**src/rtl/reorder_buffer.sv**
```systemverilog
// Reorder buffer: in-order dispatch, four completion wakeup ports, in-order retire of up to two entries per cycle.
// Optional feature macro: REORDER_BUFFER_RETIRE_STATS_EN adds a 32-bit retired_total counter output.
module reorder_buffer #(
    parameter int ROB_SIZE = 16
) (
    input  logic                        clk,
    input  logic                        reset,
    input  logic                        dispatch_valid,
    input  logic [5:0]                  dispatch_physical_rd,
    input  logic [5:0]                  dispatch_old_physical_rd,
    input  logic                        wakeup_0_active,
    input  logic [5:0]                  wakeup_0_tag,
    input  logic                        wakeup_1_active,
    input  logic [5:0]                  wakeup_1_tag,
    input  logic                        wakeup_2_active,
    input  logic [5:0]                  wakeup_2_tag,
    input  logic                        wakeup_3_active,
    input  logic [5:0]                  wakeup_3_tag,
    output logic                        rob_full,
    output logic                        rob_empty,
    output logic [$clog2(ROB_SIZE)-1:0] dispatch_index,
    output logic [5:0]                  freed_tag_1,
    output logic [5:0]                  freed_tag_2,
`ifdef REORDER_BUFFER_RETIRE_STATS_EN
    output logic [31:0]                 retired_total,
`endif
    output logic [1:0]                  retire_count
);

    localparam int IDX_W = $clog2(ROB_SIZE);
    localparam int WK    = 4;

    logic [IDX_W-1:0]  head_reg, tail_reg, head_plus1;
    logic [IDX_W:0]    count_reg;
    logic [ROB_SIZE-1:0] valid_vec, complete_vec;
    logic [5:0]        old_vec [ROB_SIZE];
    logic [WK-1:0]     wk_active;
    logic [5:0]        wk_tag [WK];
    logic              do_dispatch, retire_0, retire_1;
    logic [1:0]        retire_next;
    logic [5:0]        freed_1_next, freed_2_next;
    logic [5:0]        freed_1_reg, freed_2_reg;
    logic [1:0]        retire_count_reg;

    assign wk_active = {wakeup_3_active, wakeup_2_active, wakeup_1_active, wakeup_0_active};
    assign wk_tag[0] = wakeup_0_tag;
    assign wk_tag[1] = wakeup_1_tag;
    assign wk_tag[2] = wakeup_2_tag;
    assign wk_tag[3] = wakeup_3_tag;

    assign rob_full       = (count_reg == (IDX_W+1)'(ROB_SIZE));
    assign rob_empty      = (count_reg == '0);
    assign dispatch_index = tail_reg;
    assign freed_tag_1    = freed_1_reg;
    assign freed_tag_2    = freed_2_reg;
    assign retire_count   = retire_count_reg;

    // Retire decisions look only at pre-edge state, so an entry completed this edge waits one cycle.
    always_comb begin
        head_plus1   = head_reg + IDX_W'(1);
        do_dispatch  = dispatch_valid && !rob_full;
        retire_0     = valid_vec[head_reg] && complete_vec[head_reg];
        retire_1     = retire_0 && valid_vec[head_plus1] && complete_vec[head_plus1];
        retire_next  = {1'b0, retire_0} + {1'b0, retire_1};
        freed_1_next = retire_0 ? old_vec[head_reg] : 6'd0;
        freed_2_next = retire_1 ? old_vec[head_plus1] : 6'd0;
    end

    genvar gi, gj;
    generate
        for (gi = 0; gi < ROB_SIZE; gi++) begin : g_entry
            localparam logic [IDX_W-1:0] SLOT = IDX_W'(gi);
            logic          valid_reg, complete_reg;
            logic [5:0]    physical_rd_reg, old_physical_rd_reg;
            logic          dispatch_here, retire_here, wake_hit;
            logic [5:0]    match_tag;
            logic [WK-1:0] tag_eq;

            assign dispatch_here = do_dispatch && (tail_reg == SLOT);
            assign retire_here   = (retire_0 && (head_reg == SLOT)) || (retire_1 && (head_plus1 == SLOT));
            // The slot being written this edge matches against the incoming tag, not the stale one.
            assign match_tag     = dispatch_here ? dispatch_physical_rd : physical_rd_reg;

            for (gj = 0; gj < WK; gj++) begin : g_wake
                assign tag_eq[gj] = wk_active[gj] && (wk_tag[gj] == match_tag);
            end

            assign wake_hit = (valid_reg || dispatch_here) && (match_tag != 6'd0) && (|tag_eq);

            always_ff @(posedge clk or posedge reset) begin
                if (reset) begin
                    valid_reg    <= 1'b0;
                    complete_reg <= 1'b0;
                end else if (dispatch_here) begin
                    valid_reg    <= 1'b1;
                    complete_reg <= (dispatch_physical_rd == 6'd0) || wake_hit;
                end else if (retire_here) begin
                    valid_reg    <= 1'b0;
                    complete_reg <= 1'b0;
                end else if (wake_hit) begin
                    complete_reg <= 1'b1;
                end
            end

            always_ff @(posedge clk) begin
                if (dispatch_here) begin
                    physical_rd_reg     <= dispatch_physical_rd;
                    old_physical_rd_reg <= dispatch_old_physical_rd;
                end
            end

            assign valid_vec[gi]    = valid_reg;
            assign complete_vec[gi] = complete_reg;
            assign old_vec[gi]      = old_physical_rd_reg;

`ifndef SYNTHESIS
            always_ff @(posedge clk) begin
                if (!reset && valid_reg && complete_reg && wake_hit)
                    $fatal(1, "reorder_buffer: wakeup hit already-complete entry %0d", gi);
            end
`endif
        end
    endgenerate

    always_ff @(posedge clk or posedge reset) begin
        if (reset) begin
            head_reg         <= '0;
            tail_reg         <= '0;
            count_reg        <= '0;
            freed_1_reg      <= 6'd0;
            freed_2_reg      <= 6'd0;
            retire_count_reg <= 2'd0;
        end else begin
            head_reg         <= head_reg + IDX_W'(retire_next);
            tail_reg         <= tail_reg + IDX_W'(do_dispatch);
            count_reg        <= count_reg + (IDX_W+1)'(do_dispatch) - (IDX_W+1)'(retire_next);
            freed_1_reg      <= freed_1_next;
            freed_2_reg      <= freed_2_next;
            retire_count_reg <= retire_next;
        end
    end

`ifdef REORDER_BUFFER_RETIRE_STATS_EN
    logic [31:0] retired_total_reg;
    always_ff @(posedge clk or posedge reset) begin
        if (reset)
            retired_total_reg <= 32'd0;
        else
            retired_total_reg <= retired_total_reg + 32'(retire_next);
    end
    assign retired_total = retired_total_reg;
`endif

`ifndef SYNTHESIS
    always_ff @(posedge clk) begin
        if (!reset && dispatch_valid && rob_full)
            $fatal(1, "reorder_buffer: dispatch while full");
    end
`endif

endmodule

```
**config.mk**
```make
export PLATFORM = sky130hd
export DESIGN_NAME = reorder_buffer
export DESIGN_NICKNAME = d
export VERILOG_FILES = /design/src/rtl/reorder_buffer.sv
export SDC_FILE = /design/constraint.sdc
export NUM_CORES = 1
export LEC_CHECK = 0
export BUFFER_PORTS_ARGS = -buffer_cell sky130_fd_sc_hd__clkbuf_2
export CAP_MARGIN = 15
export CELL_PAD_IN_SITES_DETAIL_PLACEMENT = 1
export CELL_PAD_IN_SITES_GLOBAL_PLACEMENT = 1
export CORE_MARGIN = 5
export CORE_UTILIZATION = 46
export CTS_BUF_LIST = sky130_fd_sc_hd__clkbuf_8
export CTS_CLUSTER_SIZE = 20
export DETAILED_ROUTE_END_ITERATION = 7
export PLACE_DENSITY_LB_ADDON = 0.1
export SLEW_MARGIN = 10
export SYNTH_ARGS = -nofsm -noshare
export SYNTH_HDL_FRONTEND = slang
export SYNTH_SLANG_ARGS = --single-unit
```
**constraint.sdc**
```tcl
create_clock -name clk -period 4.25 [get_ports clk]
set_input_delay 0.2125 -clock clk [delete_from_list [all_inputs] [get_ports clk]]
set_output_delay 0.2125 -clock clk [all_outputs]
set_load 0.01 [all_outputs]
```
==> results <==
- The yosys synthesis warning count is 0.
- The worst register-to-register path ends at count_reg[4]$_DFF_PP0_.
- The count of input and output buffers is 62.
- In this run the critical register-to-register path is launched from head_reg[0]$_DFF_PP0_.
- Relative to the synthesized area, the layout overhead comes to 11.8%.
- For the finished layout, the period the worst path requires is 4010 ps.
- The post-route antenna net violation count is 0.
- The placed instances occupy a cell area of 0.0188 mm2.
- The synthesized area is 0.0178 mm2.
- The tightest hold path in the finished design has a slack of 48.6 ps.
- The die covers 0.0427 mm2.
- The later pin in the worst-skew pair is clocked with a latency of 660 ps.
- The worst slack at placement is 150 ps.
- Adding up every negative setup slack in the final design gives 0 ps.
- The category of the critical setup timing path is flip-flop to flip-flop.
- The detailed router finished its first iteration with 1544 violations.
- The run finished with clean final reports.
- In this run the power density over the cells is 692 mW/mm2.
- Entering global routing, the biggest net connects 55 pins.
- The maximum fanout along the worst path is 12.
- The top flip-flop cell by instance count after synthesis is sky130_fd_sc_hd__edfxtp_1.
- Summed over all layers, the global routing overflow is 0.
- The top cell types in the final layout, fill and taps aside, are sky130_fd_sc_hd__xnor2_1 (215), sky130_fd_sc_hd__inv_1 (145), sky130_fd_sc_hd__nand2_1 (127), sky130_fd_sc_hd__xor2_1 (97).
- Setup repair after global routing left no endpoint under its margin.
- The remaining max-slew budget at the tightest pin is 0.316.
- The design draws 13.8 mW.
- The end-of-flow core utilization is 0.517.
- Setup violations remaining at the end of the flow were counted as 0.
- The number of slew-limit violations in the final report is 0.
- TritonCTS built the clock tree.
- The count of cells along the worst register-to-register path is 14.
- The transition time of the tightest slew-check pin is 1020 ps.
- The number of buffers inserted during clock tree synthesis is 46.
- In the final layout, the share of cells above drive strength 1 is 0.180.
- The core outline area is 0.0385 mm2.
- Of the synthesized area, sequential elements account for 0.353.
- The deepest level of the CTS H-tree is 2.
- The detailed placement HPWL is 57800 um.
- In the global route stage, overall resource usage came out at 0.371.
- For this block, the routed nets add up to 79000 um of wire.
- The post-synthesis net count is 1937.
- In this run the worst hold path is classified as input pin to flip-flop.
- After clock tree synthesis, the clock-pin slew on the worst setup and hold paths is 60 ps.
- The kind of launch point of the worst setup path is a flip-flop.
- Including well taps, the total number of placed cells is 2400.
- The number of cell rows is 72.
- The routed layout has 16300 vias.
- The number of global-route vias before repair is 17000.
- Using the TritonRoute via totals, the vias-per-cell ratio works out to 6.53.
- The number of enable flip-flop cells after synthesis is 96.
- During I/O placement, the number of pins put on the boundary was 63.
- The post-detailed-route wirelength per cell is 31.7 um.
- The effective utilization at floorplan is 0.462.
- Once layout is done, the placed cells without fillers occupy 0.0199 mm2.
- The async set-reset flop share out of synthesis is 0.235.
- In this run the static leakage power is 7.86 nW.
- The worst setup path is captured at a flip-flop.
- The number of flip-flops and latches in the synthesized netlist is 251.
- The buffer cell driving the clock tree root is sky130_fd_sc_hd__clkbuf_8.
- The width of the die is 207 um.
- The sequential cells in the finished layout cover a total of 0.00628 mm2.
- The number of different library cells in the post-synthesis netlist is 92.
- The worst hold path begins at dispatch_old_physical_rd[0].
- At the end of routability-driven placement, the weighted congestion stood at 1.06.
- Max-cap violations in this run came to 0.
- Counting the fill cells in the layout gives 4440.
- The slack of the critical path is 237 ps.
- For this design, the sink count on the clock tree is 251.
- The vertical die dimension is 207 um.
- The most common cell after layout, fill and taps aside is sky130_fd_sc_hd__xnor2_1.
- The worst-case IR drop observed on VDD is 0.348 mV.
- The antenna diode count is 0.
- The first global-routing pass estimated 116000 um of wire.
- The final instance count without filler cells is 2491.
- A synthesized cell averages 9.49 um2.
- Along the worst hold path, the cell count comes to 1.
- The number of instances in the synthesized netlist is 1875.
- The maximum buffer depth of the clock tree is 3.
- Timing would allow up to 249 MHz.
- The initial antenna violation count is 2.
- The path with the worst hold slack has its endpoint at g_entry[15].old_physical_rd_reg[0]$_DFFE_PP_.
- The setup check on the worst reg-to-reg path leaves a slack of 240 ps.
- The count of nets after finishing is 1998.
- The final number of hold-violating endpoints is 0.
- Dividing the final minimum period by the clock period gives 0.944.
- The total area of multi-input combinational cells is 0.0103 mm2.
- The pre-antenna-repair detailed-routing pass consisted of 6 iterations.
- The final worst clock skew is 40.8 ps.
- For the worst setup path, the data required time is 4810 ps.
- STA puts the critical path data arrival time at 4570 ps.
- The residual DRC count is 0.
[Yosys cell counts (47+ instances only)]
cell type | number | area (um2)
sky130_fd_sc_hd__inv_1 | 130 | 488
sky130_fd_sc_hd__a21oi_1 | 66 | 330
sky130_fd_sc_hd__edfxtp_1 | 96 | 2880
sky130_fd_sc_hd__nand3_1 | 53 | 265
sky130_fd_sc_hd__xnor2_1 | 216 | 1890
sky130_fd_sc_hd__nand2_1 | 127 | 477
sky130_fd_sc_hd__clkbuf_1 | 77 | 289
sky130_fd_sc_hd__o21ai_0 | 77 | 385
sky130_fd_sc_hd__xor2_1 | 97 | 850
sky130_fd_sc_hd__nor3_1 | 47 | 235
sky130_fd_sc_hd__dfrtp_1 | 59 | 1480
sky130_fd_sc_hd__nor2_1 | 75 | 282
sky130_fd_sc_hd__dfxtp_1 | 96 | 1920
sky130_fd_sc_hd__mux4_2 | 65 | 1460
sky130_fd_sc_hd__nor4_1 | 56 | 350
[where the power goes]
part | switching (mW) | internal (mW)
Clock | 1.14 | 1.38
Sequential | 1.06 | 3.32
Combinational | 3.85 | 3.01
[final cells by class]
class                   instances  area share
clock buffers                  49      0.0339
repair buffers                162      0.0547
flip-flops and latches        251       0.316
clock inverters                36      0.0151
inverters                     153      0.0293
well taps                     518      0.0326
multi-input cells            1322       0.518
[critical path: stages, from the launching register on]
cell and delay (ps):
sky130_fd_sc_hd__dfrtp_2 510, sky130_fd_sc_hd__ha_1 440, sky130_fd_sc_hd__xor2_1 450, sky130_fd_sc_hd__mux4_2 400, sky130_fd_sc_hd__nand2b_1 200, sky130_fd_sc_hd__a21oi_2 100
sky130_fd_sc_hd__ha_1 350, sky130_fd_sc_hd__ha_1 290, sky130_fd_sc_hd__inv_1 40, sky130_fd_sc_hd__ha_1 210, sky130_fd_sc_hd__fa_1 470, sky130_fd_sc_hd__a21oi_1 150
sky130_fd_sc_hd__nor2_1 60, sky130_fd_sc_hd__nor2_1 120, sky130_fd_sc_hd__xnor2_1 140
[worst max path at each step]
stage / startpoint / slack, ps / endpoint
global placement: head_reg[1]$_DFF_PP0_ / 260 / count_reg[4]$_DFF_PP0_
floorplan: head_reg[1]$_DFF_PP0_ / 350 / count_reg[4]$_DFF_PP0_
finish: head_reg[0]$_DFF_PP0_ / 240 / count_reg[4]$_DFF_PP0_
global route: head_reg[1]$_DFF_PP0_ / 5 / count_reg[4]$_DFF_PP0_
CTS: head_reg[1]$_DFF_PP0_ / 150 / count_reg[4]$_DFF_PP0_
detailed placement: head_reg[1]$_DFF_PP0_ / 150 / count_reg[4]$_DFF_PP0_
[cell families after synthesis]
logic type / share of synthesized area
buf+inv: 0.0682
compound gates: 0.133
simple gates: 0.153
flops: 0.353
xor+xnor: 0.155
mux: 0.124
fa+ha+maj: 0.0142
[per-layer routing]
layer	routed length, um	track usage
met2	35900	0.593
met4	6090	0.241
met1	30000	0.451
met3	7070	0.0861
met5	13	0
[what timing repair did]
action / CTS / global route
setup endpoints to repair: 0 / 1
resized for setup: 0 / 2
endpoints found under the hold margin: 98 / 0
hold buffers: 6 / 0
setup buffers: 0 / 0
Note: power is estimated with default switching activity, not from simulation.
